==> config.mk <==
export PLATFORM = sky130hd
export DESIGN_NAME = row_select_encoder
export DESIGN_NICKNAME = d
export VERILOG_FILES = /design/src/rtl/row_select_encoder.sv
export SDC_FILE = /design/constraint.sdc
export NUM_CORES = 1
export LEC_CHECK = 0
export ABC_AREA = 1
export BUFFER_PORTS_ARGS = -buffer_cell sky130_fd_sc_hd__buf_2
export CORE_MARGIN = 2
export CORE_UTILIZATION = 55
export CTS_CLUSTER_SIZE = 14
export DETAILED_ROUTE_END_ITERATION = 16
export GPL_TIMING_DRIVEN = 0
export PLACE_DENSITY = 0.87
export SETUP_SLACK_MARGIN = 0.02
export SLEW_MARGIN = 20
export SYNTH_ARGS = -nofsm -noshare
export SYNTH_HDL_FRONTEND = slang
export SYNTH_SLANG_ARGS = --single-unit
==> constraint.sdc <==
create_clock -name clk -period 4 [get_ports clk]
set_clock_uncertainty 0.1 [all_clocks]
set_input_delay 0.4 -clock clk [delete_from_list [all_inputs] [get_ports clk]]
set_output_delay 0.4 -clock clk [all_outputs]
set_load 0.01 [all_outputs]
==> src/rtl/row_select_encoder.sv <==
// row_select_encoder: folds 16 row request lines back into a
// registered 4-bit address stream with a valid/ready handshake.
module row_select_encoder #(
    parameter bit         ROUND_ROBIN = 1'b1,
    parameter logic [3:0] RESET_PTR   = 4'd0
) (
    input  logic        clk,
    input  logic        rst_n,
    input  logic [15:0] req_in,
    input  logic        flush,
    output logic [3:0]  addr_out,
    output logic        valid_out,
    input  logic        ready_in,
    output logic [4:0]  pending_count,
    output logic        busy
);

    typedef enum logic {
        IDLE,
        OFFER
    } state_e;

    state_e      state_q, state_d;
    logic [15:0] pend_q, pend_d;
    logic [3:0]  addr_q, addr_d;
    logic [3:0]  ptr_q, ptr_d;
    logic [4:0]  cnt_q, cnt_d;

    logic        accept;
    logic [15:0] grant_mask;
    logic [15:0] pend_nxt;
    logic [4:0]  pend_pop;
    logic [3:0]  base;
    logic [3:0]  idx;
    logic [3:0]  sel;
    logic        sel_vld;

    assign valid_out     = (state_q == OFFER);
    assign addr_out      = addr_q;
    assign pending_count = cnt_q;
    assign busy          = (|pend_q) | valid_out;

    // Retire the accepted row, then OR in new requests so set wins.
    always_comb begin
        accept     = valid_out && ready_in;
        grant_mask = accept ? (16'd1 << addr_q) : 16'd0;
        pend_nxt   = (pend_q & ~grant_mask) | req_in;
        pend_pop   = 5'd0;
        for (int i = 0; i < 16; i++) begin
            pend_pop = pend_pop + {4'd0, pend_nxt[i]};
        end
    end

    // Pick the next row: rotating from the pointer, or lowest index.
    always_comb begin
        if (!ROUND_ROBIN) begin
            base = 4'd0;
        end else if (accept) begin
            base = addr_q + 4'd1;
        end else begin
            base = ptr_q;
        end
        idx     = 4'd0;
        sel     = 4'd0;
        sel_vld = 1'b0;
        for (int i = 0; i < 16; i++) begin
            idx = base + 4'(i);
            if (!sel_vld && pend_nxt[idx]) begin
                sel     = idx;
                sel_vld = 1'b1;
            end
        end
    end

    // Offer FSM next state; flush overrides any accept or request.
    always_comb begin
        state_d = state_q;
        addr_d  = addr_q;
        ptr_d   = ptr_q;
        pend_d  = pend_nxt;
        cnt_d   = pend_pop;
        if (flush) begin
            state_d = IDLE;
            pend_d  = 16'd0;
            cnt_d   = 5'd0;
            ptr_d   = RESET_PTR;
        end else begin
            unique case (state_q)
                IDLE: begin
                    if (sel_vld) begin
                        state_d = OFFER;
                        addr_d  = sel;
                    end
                end
                OFFER: begin
                    if (accept) begin
                        if (ROUND_ROBIN) begin
                            ptr_d = addr_q + 4'd1;
                        end
                        if (sel_vld) begin
                            addr_d = sel;
                        end else begin
                            state_d = IDLE;
                        end
                    end
                end
                default: state_d = IDLE;
            endcase
        end
    end

    // State, pending set, offered address, pointer and count registers.
    always_ff @(posedge clk or negedge rst_n) begin
        if (!rst_n) begin
            state_q <= IDLE;
            pend_q  <= 16'd0;
            addr_q  <= 4'd0;
            ptr_q   <= RESET_PTR;
            cnt_q   <= 5'd0;
        end else begin
            state_q <= state_d;
            pend_q  <= pend_d;
            addr_q  <= addr_d;
            ptr_q   <= ptr_d;
            cnt_q   <= cnt_d;
        end
    end

endmodule

# == Word level (Yosys, flattened, before mapping) ==
# Index checks and enable logic that the tools add are counted.
# classes
order_cmp,16
multipliers,0
div,0
add_sub_neg,31
shifts,1
bitwise_logic,6
n_reduce_logical,34
muxes,77
eq_ne,1
# op_table
cell,n
4-bit 2-to-1 mux,21
4-bit by 5-bit less-than comparator with 1-bit output (second input constant),16
1-bit binary-select mux with 4-bit select,16
5-bit by 1-bit adder with 5-bit output,11
1-bit 2-to-1 mux,35
4-bit adder (second input constant),8
16-bit 2-to-1 mux,2
4-bit by 3-bit adder with 4-bit output (second input constant),4
16-bit bitwise AND,1
1-bit logical AND,16
16-bit NOT,1
16-bit OR,1
16-bit OR reduction,1
1-bit by 4-bit << shifter with 16-bit output (first input constant),1
1-bit zero test,15
4-bit by 1-bit adder with 4-bit output (second input constant),2
4-bit by 2-bit adder with 4-bit output (second input constant),2
4-bit one-hot mux with 2 select lines,1
4-bit by 1-bit adder with 5-bit output,1
5-bit 2-to-1 mux,1
3-bit by 1-bit adder with 4-bit output,1
2-bit by 1-bit adder with 3-bit output,1
1-bit by 1-bit adder with 2-bit output,1
2-bit by 1-bit inequality test with 1-bit output (second input constant),1
other kinds (5),6
# word_totals
elab_cells,171
mem_bits_ro,0
mem_bits_rw,0
out_inout_bits,11
in_bits,20
ff_bits,30
latchBits,0
n_memories,0

# == Depth between registers and ports, before layout ==
# Gate-level depths: netlist (run 1).
# depth
depth_word,57
ltp_mapped,29

# == Worst setup path before layout (run 1) ==
# Ideal clock, no wire load.
# synth_path
path_kind,register to register
startpoint,"register addr_q[0], in the netlist addr_out[0]"
endpoint,"register cnt_q[4], in the netlist pending_count[4]"
synth_period_minus_slack_ns,4.366
setup_time_ns,0.132
slack_ns,-0.366
path_stages_with_launch,17
required_time_ns,3.768
arrival_time_ns,4.134
cell_sequence,dfrtp_1 -> ha_1 -> ha_1 -> nand2_1 -> o21ai_0 -> and2_1 -> inv_1 -> fa_1 -> fa_1 -> fa_1 -> fa_1 -> ha_1 -> fa_1 -> nand2_1 -> inv_1 -> o21ai_0 -> nor2_1
# synth_between
elab_chain_len,21
# synth_rtl
item,line,rtl
"start, declared",25,"logic [3:0] addr_q, addr_d;"
"start signal, assigned",123,addr_q <= addr_d;
1-bit by 4-bit << shifter with 16-bit output *,46,grant_mask = accept ? (16'd1 << addr_q) : 16'd0;
16-bit 2-to-1 mux *,46,
16-bit NOT *,47,pend_nxt = (pend_q & ~grant_mask) | req_in;
16-bit bitwise AND *,47,
16-bit OR *,47,
1-bit by 1-bit adder with 2-bit output,50,"pend_pop = pend_pop + {4'd0, pend_nxt[i]};"
2-bit by 1-bit adder with 3-bit output,50,
3-bit by 1-bit adder with 4-bit output,50,
4-bit by 1-bit adder with 5-bit output,50,
5-bit by 1-bit adder with 5-bit output (10 in a row),50,
5-bit by 1-bit adder with 5-bit output *,50,
5-bit 2-to-1 mux *,82,if (flush) begin
net cnt_d[4],27,"logic [4:0] cnt_q, cnt_d;"
"end signal, assigned",125,cnt_q <= cnt_d;
"end, declared",27,
# The timed path passes the listed nets; every way through them passes the cells marked *.
# A chain may end at the register's enable or synchronous reset.

# == Worst setup path in the final report (run 1) ==
# Ends and elaborated chain as after synthesis.

==> key figures, run 1 <==
Status
  • Outcome: complete, but fails checks
  • Violations in the final reports: setup timing

Route
  • Via count: ~4500
  • DRC viols: 0
  • Remaining antenna violation count: 0
  • DRT iter0 DRCs: about 540
  • Wire per inst: between 15 and 20 µm
  • DR vias/cell: between 5 and 6
  • DR pass1 iterations: 8
  • Final wirelength: 13200 µm

Finish
  • Final core utilization: 72.7%
  • Synth-to-layout area growth: 26.8%
  • Fin nets: 711
  • Share of cells above drive strength 1: between 20% and 30%
  • Commonest non-fill, non-tap cells in the layout: 123 x nand3_1, 114 x nand2_1, 77 x inv_1
  • Filler cells: 588
  • Cell area after layout: 4970 µm²
  • Post-Layout Cell Count: 760
  • N_diodes: 0
  • Leading cell type in the layout, fill and taps excluded: nand3_1

Yosys
  • Cell count after synthesis: ~590
  • Post-Synthesis Cell Area: 3920 µm²
  • Distinct cells, synth: 46
  • Yosys Warn Count: 0
  • Synthesized area per cell: 6.68 µm²
  • Main synth FF type: dfrtp_1
  • Synth Register Bits: 30
  • Post-synth ARST share: 100%
  • Sequential element share of the synthesized area: approximately a fifth
  • Syn Nets: 635
  • Yosys top cell by area: dfrtp_1
  • Share of the synthesized area in the top cell type: between 10% and 20%
  • Main area contributors after synthesis: dfrtp_1 19%, nand3_1 17%, nand2_1 12%
  • EDFF count, synth: 0

Global routing
  • First-pass GRT wire length: 20000 µm
  • Total GRT Usage: between 30% and 40%
  • Initial antenna violation count: 0
  • Vias in the first global route: 4056
  • Largest net degree at the start of global routing: 31
  • Global route total overflow: 0

Setup path
  • Req. time, crit path: 4.05 ns
  • RR Endpoint: pending_count[4]
  • Worst setup path endpoint: pending_count[4]
  • Crit. Startpoint: addr_out[0]
  • CP endpoint kind: register
  • Worst R2R Path Depth: 15
  • CP Launch Type: register
  • FF-to-FF setup slack: -0.35 ns
  • Crit path DAT: 4.40 ns
  • Setup CP Type: register to register
  • FF-to-FF Start: addr_out[0]
  • CP Max Fanout: 5

Die
  • Core region area: 6830 µm²
  • Die Area: around 7800 µm²
  • Num rows: 30
  • Die Ht: 88.4 µm
  • I/O Pins: 31
  • Initial Util: 57.4%
  • Die Span X: roughly 88 µm

Placement
  • Hpwl dp: just under 10000 µm
  • Post-DP Area: 4250 µm²
  • Setup WS pre-CTS: -0.533 ns
  • Placed cells: 712
  • GPL Wtd Cong: about 0.95
  • Port bufs: 29

CTS
  • Clock buffer count from CTS: 5
  • CTS tree: yes
  • H-tree depth: 2
  • Cts hold-fix bufs: 0
  • Clk slew on worst S/H paths: roughly 0.070 ns
  • CTS root buf: clkbuf_8
  • Clock buffer depth: 2
  • Clock sinks: 30
  • Clock Latency Late Sink: 0.29 ns

STA
  • Slew Limit Fails: 0
  • Final Hold Vio Count: 0
  • # setup viols final: 4
  • Max Fclk: between 0.2 and 0.25 GHz
  • Slew @ Worst Pin: 0.713 ns
  • Fin crit share: 109%
  • Tmin final: 4.35 ns
  • Final TNS setup: -1.09 ns
  • Hold slack final: 0.0587 ns
  • RSZ-0062 raised after global routing: yes
  • Final worst slack: -0.346 ns
  • Max-Slew Margin vs Limit: 52.3%

Power
  • Leak pwr: roughly 2.5 nW
  • Final Power: 3.46 mW
  • Maximum VDD drop: 0.536 mV
  • P per Cell Area: between 600 and 700 nW/µm²

Hold path
  • Worst hold path type: input pin to asynchronous set/reset pin

Flow run
  • Max cap viols: 0
==> logic make-up after synthesis <==
logic type	after synthesis	share of synthesized area, %
adders and majority gates	28	10.9
buffers and inverters	99	11.4
AOI/OAI and AO/OA	40	6.55
DFF	30	19.2
and+or+nand+nor	378	48.5
xor gates and xnor gates	12	3.54
==> final cells by class <==
type / instances / area [µm²] / area share [%]
clock inverters: 1 / 5.00 / 0.101
inverters: 85 / 332 / 6.67
multi-input cells: 458 / 3070 / 61.7
flip-flops and latches: 30 / 757 / 15.2
clock buffers: 7 / 86.3 / 1.74
well taps: 96 / 120 / 2.42
plain buffers: 13 / 144 / 2.90
repair buffers: 70 / 458 / 9.22
==> how the worst min path moves through the flow <==
stage / to / slack (ns)
floorplan: addr_out[0] / 0.004
global placement: pending_count[2] / 0.37
detailed placement: pending_count[2] / 0.38
CTS: pending_count[2] / 0.07
global route: pending_count[2] / 0.11
finish: pend_q[12] / 0.06
==> where the power goes <==
group          internal [mW]  leakage, nW  total (mW)  switching, mW
sequential             0.363        0.374       0.421         0.0578
combinational           1.01         2.11        2.78           1.78
clock                  0.139       0.0482       0.256          0.118
==> state kept, by name (all words and copies together) (netlist names) <==
| signal | count |
|---|---|
| valid_out | 1 |
| ptr_q | 4 |
| pending_count | 5 |
| pend_q | 16 |
| addr_out | 4 |
==> Yosys cell counts, types with 3 or more instances <==
cell type	n
nand2_1	123
xnor2_1	4
nand3_2	15
nand2_2	5
inv_1	83
nand3_1	132
clkbuf_1	4
ha_1	18
fa_1	10
o21ai_0	10
nor2_2	3
nor2_1	65
nand3_4	3
dfrtp_1	30
a21oi_1	16
nand4_1	11
nor3_1	3
o21ai_2	3
clkbuf_8	4
buf_2	3
xor2_1	5
nand2_4	3
==> worst max-delay path, cell delays in order (launching register included) <==
cell and delay (ns):
dfrtp_2 0.47, ha_4 0.20, ha_4 0.15, nand2_2 0.10, o21ai_4 0.20, nand2_2 0.09
fa_1 0.51, fa_1 0.54, fa_1 0.57, fa_1 0.46, ha_4 0.20, fa_2 0.33
nand2_1 0.07, inv_1 0.06, o21ai_2 0.11, nor2_1 0.05
==> per-layer routing <==
layer	global-route usage, %	wire [µm]
met1	47.5	5450
met5	0	0
met2	55.2	6270
met4	7.58	168
met3	6.06	1350
==> repair_timing <==
| item | CTS | global route |
|---|---|---|
| buffers inserted | 14 | 27 |
| pin swaps | 8 | 22 |
| endpoints found under the setup margin | 9 | 10 |
| resized for setup | 30 | 47 |
Power figures use the tool's default switching activity.
==> inputs of run 2 (changes only) <==
--- a/config.mk
+++ b/config.mk
@@ -7,12 +7,12 @@
 export LEC_CHECK = 0
 export ABC_AREA = 1
 export BUFFER_PORTS_ARGS = -buffer_cell sky130_fd_sc_hd__buf_2
-export CORE_MARGIN = 2
+export CORE_MARGIN = 1.5
 export CORE_UTILIZATION = 55
 export CTS_CLUSTER_SIZE = 14
 export DETAILED_ROUTE_END_ITERATION = 16
 export GPL_TIMING_DRIVEN = 0
-export PLACE_DENSITY = 0.87
+export PLACE_DENSITY = 0.84
 export SETUP_SLACK_MARGIN = 0.02
 export SLEW_MARGIN = 20
 export SYNTH_ARGS = -nofsm -noshare
==> constraint.sdc (replaced) <==
create_clock -name clk -period 5.4 [get_ports clk]
set_clock_uncertainty 0.1 [all_clocks]
set_input_delay 0.54 -clock clk [delete_from_list [all_inputs] [get_ports clk]]
set_output_delay 0.54 -clock clk [all_outputs]
set_load 0.01 [all_outputs]
==> run 2 against run 1 <==
  * The run now ends clean
  * Sequential share of layout area is 2.4 points higher
  * Critical path depth is 1 higher
  * Clock power is 30% lower
  * Largest cell class unchanged
  * Count of clock-buffer cells in the layout is 1 lower
  * Register-to-register slack better by 0.92 ns
  * Worst hold slack better by 0.14 ns
  * Sequential cell count stayed put
  * Final area is 14% lower
  * First-iteration DRC count is 4.8% lower
  * Global-route usage is 1.7 points lower
  * Die area is 2.2% lower
==> key figures, run 2 (synthesized netlist as in run 1, its figures left out) <==
Die
  • Core region area: 6830 µm² (unchanged)
  • Die Ht: 87.4 µm (-1.1%)
  • Initial Util: 57.4% (unchanged)
  • Die Span X: 87.4 µm (-1.1%)
  • Die Area: 7640 µm² (-2.2%)
  • I/O Pins: 31 (unchanged)
  • Num rows: 30 (unchanged)

Power
  • Switching power total: 1.28 mW (-34%)
  • Seq pwr share: 14.0% (+1.8 points)
  • P per Cell Area: 513 nW/µm² (-26%)
  • Power share of the combinational group: 77.8% (-2.6 points)
  • Net Sw Frac: 58.6% (+2.3 points)
  • Leak pwr: 2.26 nW (-11%)
  • Clock network power share: 8.2% (+0.8 points)
  • Maximum VDD drop: 0.346 mV (-36%)
  • Internal power: 0.906 mW (-40%)

Finish
  • Final core utilization: 62.5% (-10 points)
  • N_diodes: 0 (unchanged)
  • Filler cells: 666 (+13%)
  • Largest register by flop count: pend_q
  • Commonest non-fill, non-tap cells in the layout: 132 x nand3_1, 123 x nand2_1, 83 x inv_1
  • Leading cell type in the layout, fill and taps excluded: nand3_1
  • Synth-to-layout area growth: 8.88%
  • Share of cells above drive strength 1: 15.0% (-15 points)
  • Number of flip-flops under the largest register name: 16 (unchanged)
  • Fin nets: 671 (-5.6%)

Setup path
  • CP Max Fanout: 7 (+2)
  • Crit path DAT: 4.88 ns (+0.48 ns)
  • CP Launch Type: register
  • Setup CP Type: register to register
  • Req. time, crit path: 5.45 ns (+1.40 ns)
  • CP endpoint kind: register

Global routing
  • First-pass GRT wire length: 19000 µm (-4.9%)
  • Largest net degree at the start of global routing: 31 (unchanged)
  • Vias in the first global route: 3883 (-4.3%)
  • Global route total overflow: 0 (unchanged)
  • Initial antenna violation count: 0 (unchanged)
  • Total GRT Usage: 32.4% (-1.7 points)

CTS
  • CTS root buf: clkbuf_8
  • CTS resizes: 0 (-100%)
  • Clock buffer depth: 2 (unchanged)
  • Clock Latency Late Sink: 0.28 ns (about the same)
  • H-tree depth: 2 (unchanged)
  • Clock sinks: 30 (unchanged)
  • Cts hold-fix bufs: 0 (unchanged)
  • # Post-CTS Setup Buffers: 0 (-14)
  • Clock buffer count from CTS: 5 (unchanged)
  • Clk slew on worst S/H paths: 0.06 ns (about the same)
  • CTS tree: yes

Status
  • Outcome: completed

Route
  • Wire per inst: 16.2 µm (-7.2%)
  • Final wirelength: 11600 µm (-12%)
  • Remaining antenna violation count: 0 (unchanged)
  • Via count: 4170 (-7.4%)
  • DR pass1 iterations: 6 (-2)
  • DR vias/cell: 5.81 (-1.9%)
  • DRT iter0 DRCs: 517 (-4.8%)
  • DRC viols: 0 (unchanged)

STA
  • Slew @ Worst Pin: 0.782 ns (+0.0693 ns)
  • Final Hold Vio Count: 0 (unchanged)
  • RSZ-0062 raised after global routing: no
  • # setup viols final: 0 (-4)
  • Max-Slew Margin vs Limit: 47.7% (-4.6 points)
  • Final TNS setup: 0 ns (+1.09 ns)
  • Slew Limit Fails: 0 (unchanged)
  • Fin crit share: 89.4% (-19 points)
  • Max Fclk: 0.207 GHz (-9.9%)
  • Tmin final: 4.83 ns (+0.480 ns)

Placement
  • Hpwl dp: 9320 µm (-3.6%)
  • GPL Wtd Cong: 0.986 (+4.0%)
  • Port bufs: 29 (unchanged)

Flow run
  • Max cap viols: 0 (unchanged)

Hold path
  • Worst hold path type: input pin to asynchronous set/reset pin
run 2: cell count changes in the layout (fill, tap and decap cells not counted), sizes merged:
| cell | previous run | this run |
|---|---|---|
| buf | 75 | 35 |
| clkinv | 3 | 1 |
| dlymetal6s2s | 1 | 0 |
| inv | 83 | 84 |
run 2: final cells by class:
| cell class | count | area, µm² | area share, % |
|---|---|---|---|
| plain buffers | 14 | 128 | 2.99 |
| clock buffers | 6 | 82.6 | 1.94 |
| inverters | 85 | 319 | 7.48 |
| multi-input cells | 458 | 2720 | 63.8 |
| flip-flops and latches | 30 | 751 | 17.6 |
| well taps | 96 | 120 | 2.82 |
| repair buffers | 29 | 145 | 3.40 |
run 2: routing by layer:
metal	global-route usage (%)	part of all wire [%]	wire length, µm	vias up
li1	-	-	-	1992
met1	46.1	44	5150	1932
met2	50.7	45	5200	221
met3	4.83	8.9	1030	25
met4	9.52	2.0	234	0
met5	0	0	0	-
run 2: per-stage QoR:
step | worst slack [ns] | cells | instance area [µm²] | power (mW) | hold slack (ns)
after floorplan | 1.03 | 587 | 3920 | 1.55 | 0.144
after global placement | 0.632 | 712 | 4180 | 1.92 | 0.444
after detailed placement | 0.628 | 712 | 4180 | 1.96 | 0.462
after CTS | 0.596 | 718 | 4270 | 2.15 | 0.221
after global routing | 0.277 | 718 | 4270 | 2.38 | 0.270
final | 0.574 | 718 | 4270 | 2.19 | 0.200
run 2: path summary, 6_finish.rpt:
kind                             start               end  slack (ns)  cells after the start
setup / recovery           addr_out[0]  pending_count[4]        0.57                     16
hold / removal                   rst_n          ptr_q[2]        0.20                      1
setup reg to reg           addr_out[0]  pending_count[4]        0.57                     16
hold reg to reg              pend_q[6]         pend_q[6]        0.48                      2
max in group asynchronous        rst_n         pend_q[6]        4.56                      1
min in group clk             req_in[0]         pend_q[0]        0.41                      3
run 2: critical path: stages, from the launching register on:
cell and delay [ns]:
dfrtp_1 0.51, ha_1 0.23, ha_1 0.18, nand2_1 0.09
o21ai_0 0.29, and2_1 0.21, inv_1 0.06, fa_1 0.50
fa_1 0.52, fa_1 0.51, fa_1 0.49, ha_1 0.26
fa_1 0.40, nand2_1 0.08, inv_1 0.05, o21ai_0 0.16
nor2_1 0.06
run 2: power groups by stage:
stage / clock, mW / combinational (mW) / sequential, mW
floorplan: 0 / 1.24 / 0.312
CTS: 0.182 / 1.66 / 0.305
global route: 0.188 / 1.88 / 0.310
finish: 0.179 / 1.70 / 0.306
detailed placement: 0 / 1.65 / 0.309
global placement: 0 / 1.61 / 0.306
==> inputs of run 3 (changes only) <==
--- a/config.mk
+++ b/config.mk
@@ -8,11 +8,11 @@
 export ABC_AREA = 1
 export BUFFER_PORTS_ARGS = -buffer_cell sky130_fd_sc_hd__buf_2
 export CORE_MARGIN = 1.5
-export CORE_UTILIZATION = 55
+export CORE_UTILIZATION = 65
 export CTS_CLUSTER_SIZE = 14
 export DETAILED_ROUTE_END_ITERATION = 16
 export GPL_TIMING_DRIVEN = 0
-export PLACE_DENSITY = 0.84
+export PLACE_DENSITY = 0.95
 export SETUP_SLACK_MARGIN = 0.02
 export SLEW_MARGIN = 20
 export SYNTH_ARGS = -nofsm -noshare
==> run 3 against run 2 <==
  * Via count rose by 2.3%
  * Global-route usage increased by 7.0 points
  * Combinational power about the same
  * Cell count down 2.8%
  * Wire length grew 0.44%
  * Clock power up 28%
  * Worst hold slack got worse by 0.013 ns
  * Sequential share of layout area about the same
  * First-iteration DRC count increased by 25%
  * Largest power group unchanged
  * Sequential power is essentially flat
  * Final area barely moved
==> key figures, run 3 (synthesized netlist as in run 1, its figures left out) <==
Setup path
  • Critical-path cell list: ha_1 > ha_1 > nand2_1 > o21ai_0 > and2_1 > inv_1 > fa_1 > fa_1 > fa_1 > fa_1 > ha_1 > fa_1 > nand2_1 > inv_1 > o21ai_0 > nor2_1
  • FF-to-FF setup slack: 0.41 ns (-0.17 ns)
  • Worst setup path endpoint: pending_count[4]
  • CP Launch Type: register
  • CP endpoint kind: register
  • Worst R2R Path Depth: 16 (unchanged)
  • Crit path DAT: 5.05 ns (+0.17 ns)
  • Delay of the slowest cell on the worst path: 0.55 ns (+0.03 ns)
  • CP Max Fanout: 7 (unchanged)
  • Req. time, crit path: 5.46 ns (about the same)
  • Most Frequent Cell on Critical Path: fa_1
  • CP max stage cell: fa_1
  • Setup CP Type: register to register
  • Crit. Startpoint: addr_out[0]
  • FF-to-FF Start: addr_out[0]
  • RR Endpoint: pending_count[4]

Finish
  • Cell area after layout: 4270 µm² (about the same)
  • Synth-to-layout area growth: 8.97% (about the same)
  • Share of cells above drive strength 1: 15.1% (+0.14 points)
  • Leading cell type in the layout, fill and taps excluded: nand3_1
  • Filler cells: 496 (-26%)
  • Final core utilization: 72.6% (+10 points)
  • N_diodes: 0 (unchanged)
  • Number of flip-flops under the largest register name: 16 (unchanged)
  • Largest register by flop count: pend_q
  • Commonest non-fill, non-tap cells in the layout: 132 x nand3_1, 123 x nand2_1, 83 x inv_1
  • Fin nets: 671 (unchanged)

Global routing
  • First-pass GRT wire length: 19300 µm (+1.3%)
  • Global route total overflow: 0 (unchanged)
  • Initial antenna violation count: 0 (unchanged)
  • Vias in the first global route: 4049 (+4.3%)
  • Total GRT Usage: 39.4% (+7.0 points)
  • Largest net degree at the start of global routing: 31 (unchanged)

Die
  • Initial Util: 66.6% (+9.2 points)
  • Num rows: 28 (-6.7%)
  • Die Span X: 80.6 µm (-7.7%)
  • Core region area: 5890 µm² (-14%)
  • Die Area: 6500 µm² (-15%)
  • I/O Pins: 31 (unchanged)
  • Die Ht: 80.6 µm (-7.7%)

STA
  • Slew Limit Fails: 0 (unchanged)
  • # setup viols final: 0 (unchanged)
  • RSZ-0062 raised after global routing: no
  • Max-Slew Margin vs Limit: 49.7% (+2.0 points)
  • Max Fclk: 0.200 GHz (-3.4%)
  • Tmin final: 4.99 ns (+0.169 ns)
  • Slew @ Worst Pin: 0.753 ns (-0.0293 ns)
  • Final Hold Vio Count: 0 (unchanged)
  • Fin crit share: 92.5% (+3.1 points)
  • Final TNS setup: 0 ns (unchanged)

CTS
  • Clock sinks: 30 (unchanged)
  • Clk slew on worst S/H paths: 0.06 ns (about the same)
  • # Post-CTS Setup Buffers: 0 (unchanged)
  • Clock Latency Late Sink: 0.29 ns (about the same)
  • CTS root buf: clkbuf_8
  • Clock buffer depth: 2 (unchanged)
  • CTS resizes: 0 (unchanged)
  • Cts hold-fix bufs: 0 (unchanged)
  • CTS tree: yes
  • H-tree depth: 2 (unchanged)
  • Clock buffer count from CTS: 5 (unchanged)

Hold path
  • Worst hold path type: input pin to asynchronous set/reset pin

Flow run
  • Max cap viols: 0 (unchanged)

Route
  • Final wirelength: 11700 µm (+0.44%)
  • Remaining antenna violation count: 0 (unchanged)
  • Wire per inst: 16.7 µm (+3.3%)
  • DRT iter0 DRCs: 645 (+25%)
  • DR vias/cell: 6.11 (+5.2%)
  • DRC viols: 0 (unchanged)
  • DR pass1 iterations: 6 (unchanged)
  • Via count: 4265 (+2.3%)

Placement
  • GPL Wtd Cong: 1.03 (+4.8%)
  • Port bufs: 29 (unchanged)
  • Post-DP Area: 4160 µm² (-0.63%)
  • Hpwl dp: 9160 µm (-1.7%)

Status
  • Outcome: completed

Power
  • Leak pwr: 2.28 nW (+0.62%)
  • P per Cell Area: 527 nW/µm² (+2.7%)
  • Maximum VDD drop: 0.378 mV (+9.1%)
run 3: cell types whose count changed in the layout (fill, tap and decap cells not counted):
cell and change:
bufinv_16 +1
run 3: per-layer routing:
layer  up-vias  share of wire [%]  global-route usage (%)
li1       1989                  -                       -
met1      1959                 41                    51.0
met2       262                 45                    64.5
met3        55                9.7                    6.59
met4         0                4.2                    16.7
met5         -                  0                       0
run 3: worst min path at each step:
stage / from / endpoint
after floorplan: rst_n / addr_out[0]
after global placement: pend_q[5] / pend_q[5]
after detailed placement: pend_q[5] / pend_q[5]
after CTS: rst_n / pending_count[2]
after global routing: rst_n / ptr_q[0]
final: rst_n / pending_count[2]
run 3: metrics by stage:
stage | worst slack [ns] | std cells | total power, mW | hold WS, ns
after floorplan | 1.03 | 587 | 1.55 | 0.144
after global placement | 0.621 | 691 | 1.89 | 0.446
after detailed placement | 0.548 | 691 | 1.95 | 0.453
after CTS | 0.505 | 698 | 2.19 | 0.211
after global routing | 0.240 | 698 | 2.44 | 0.254
final | 0.405 | 698 | 2.25 | 0.187
run 3: worst max-delay path: cells and delay by family (launching register included):
family | cells | cell delay (ns)
buf+inv | 2 | 0.11
fa+ha+maj | 8 | 3.21
flops | 1 | 0.48
simple gates | 4 | 0.45
compound gates | 2 | 0.51
run 3: cell type report:
type / count / area, µm² / share of cell area, %
plain buffers: 14 / 128 / 2.99
repair buffers: 29 / 145 / 3.40
clock inverters: 1 / 30.0 / 0.703
clock buffers: 6 / 82.6 / 1.93
flip-flops and latches: 30 / 751 / 17.6
multi-input cells: 458 / 2720 / 63.7
well taps: 75 / 93.8 / 2.20
inverters: 85 / 319 / 7.47
run 3: power breakdown:
group          switching [mW]  internal [mW]  leakage (nW)
combinational            1.17          0.547          1.84
clock                  0.0821          0.147        0.0573
sequential             0.0396          0.267         0.380
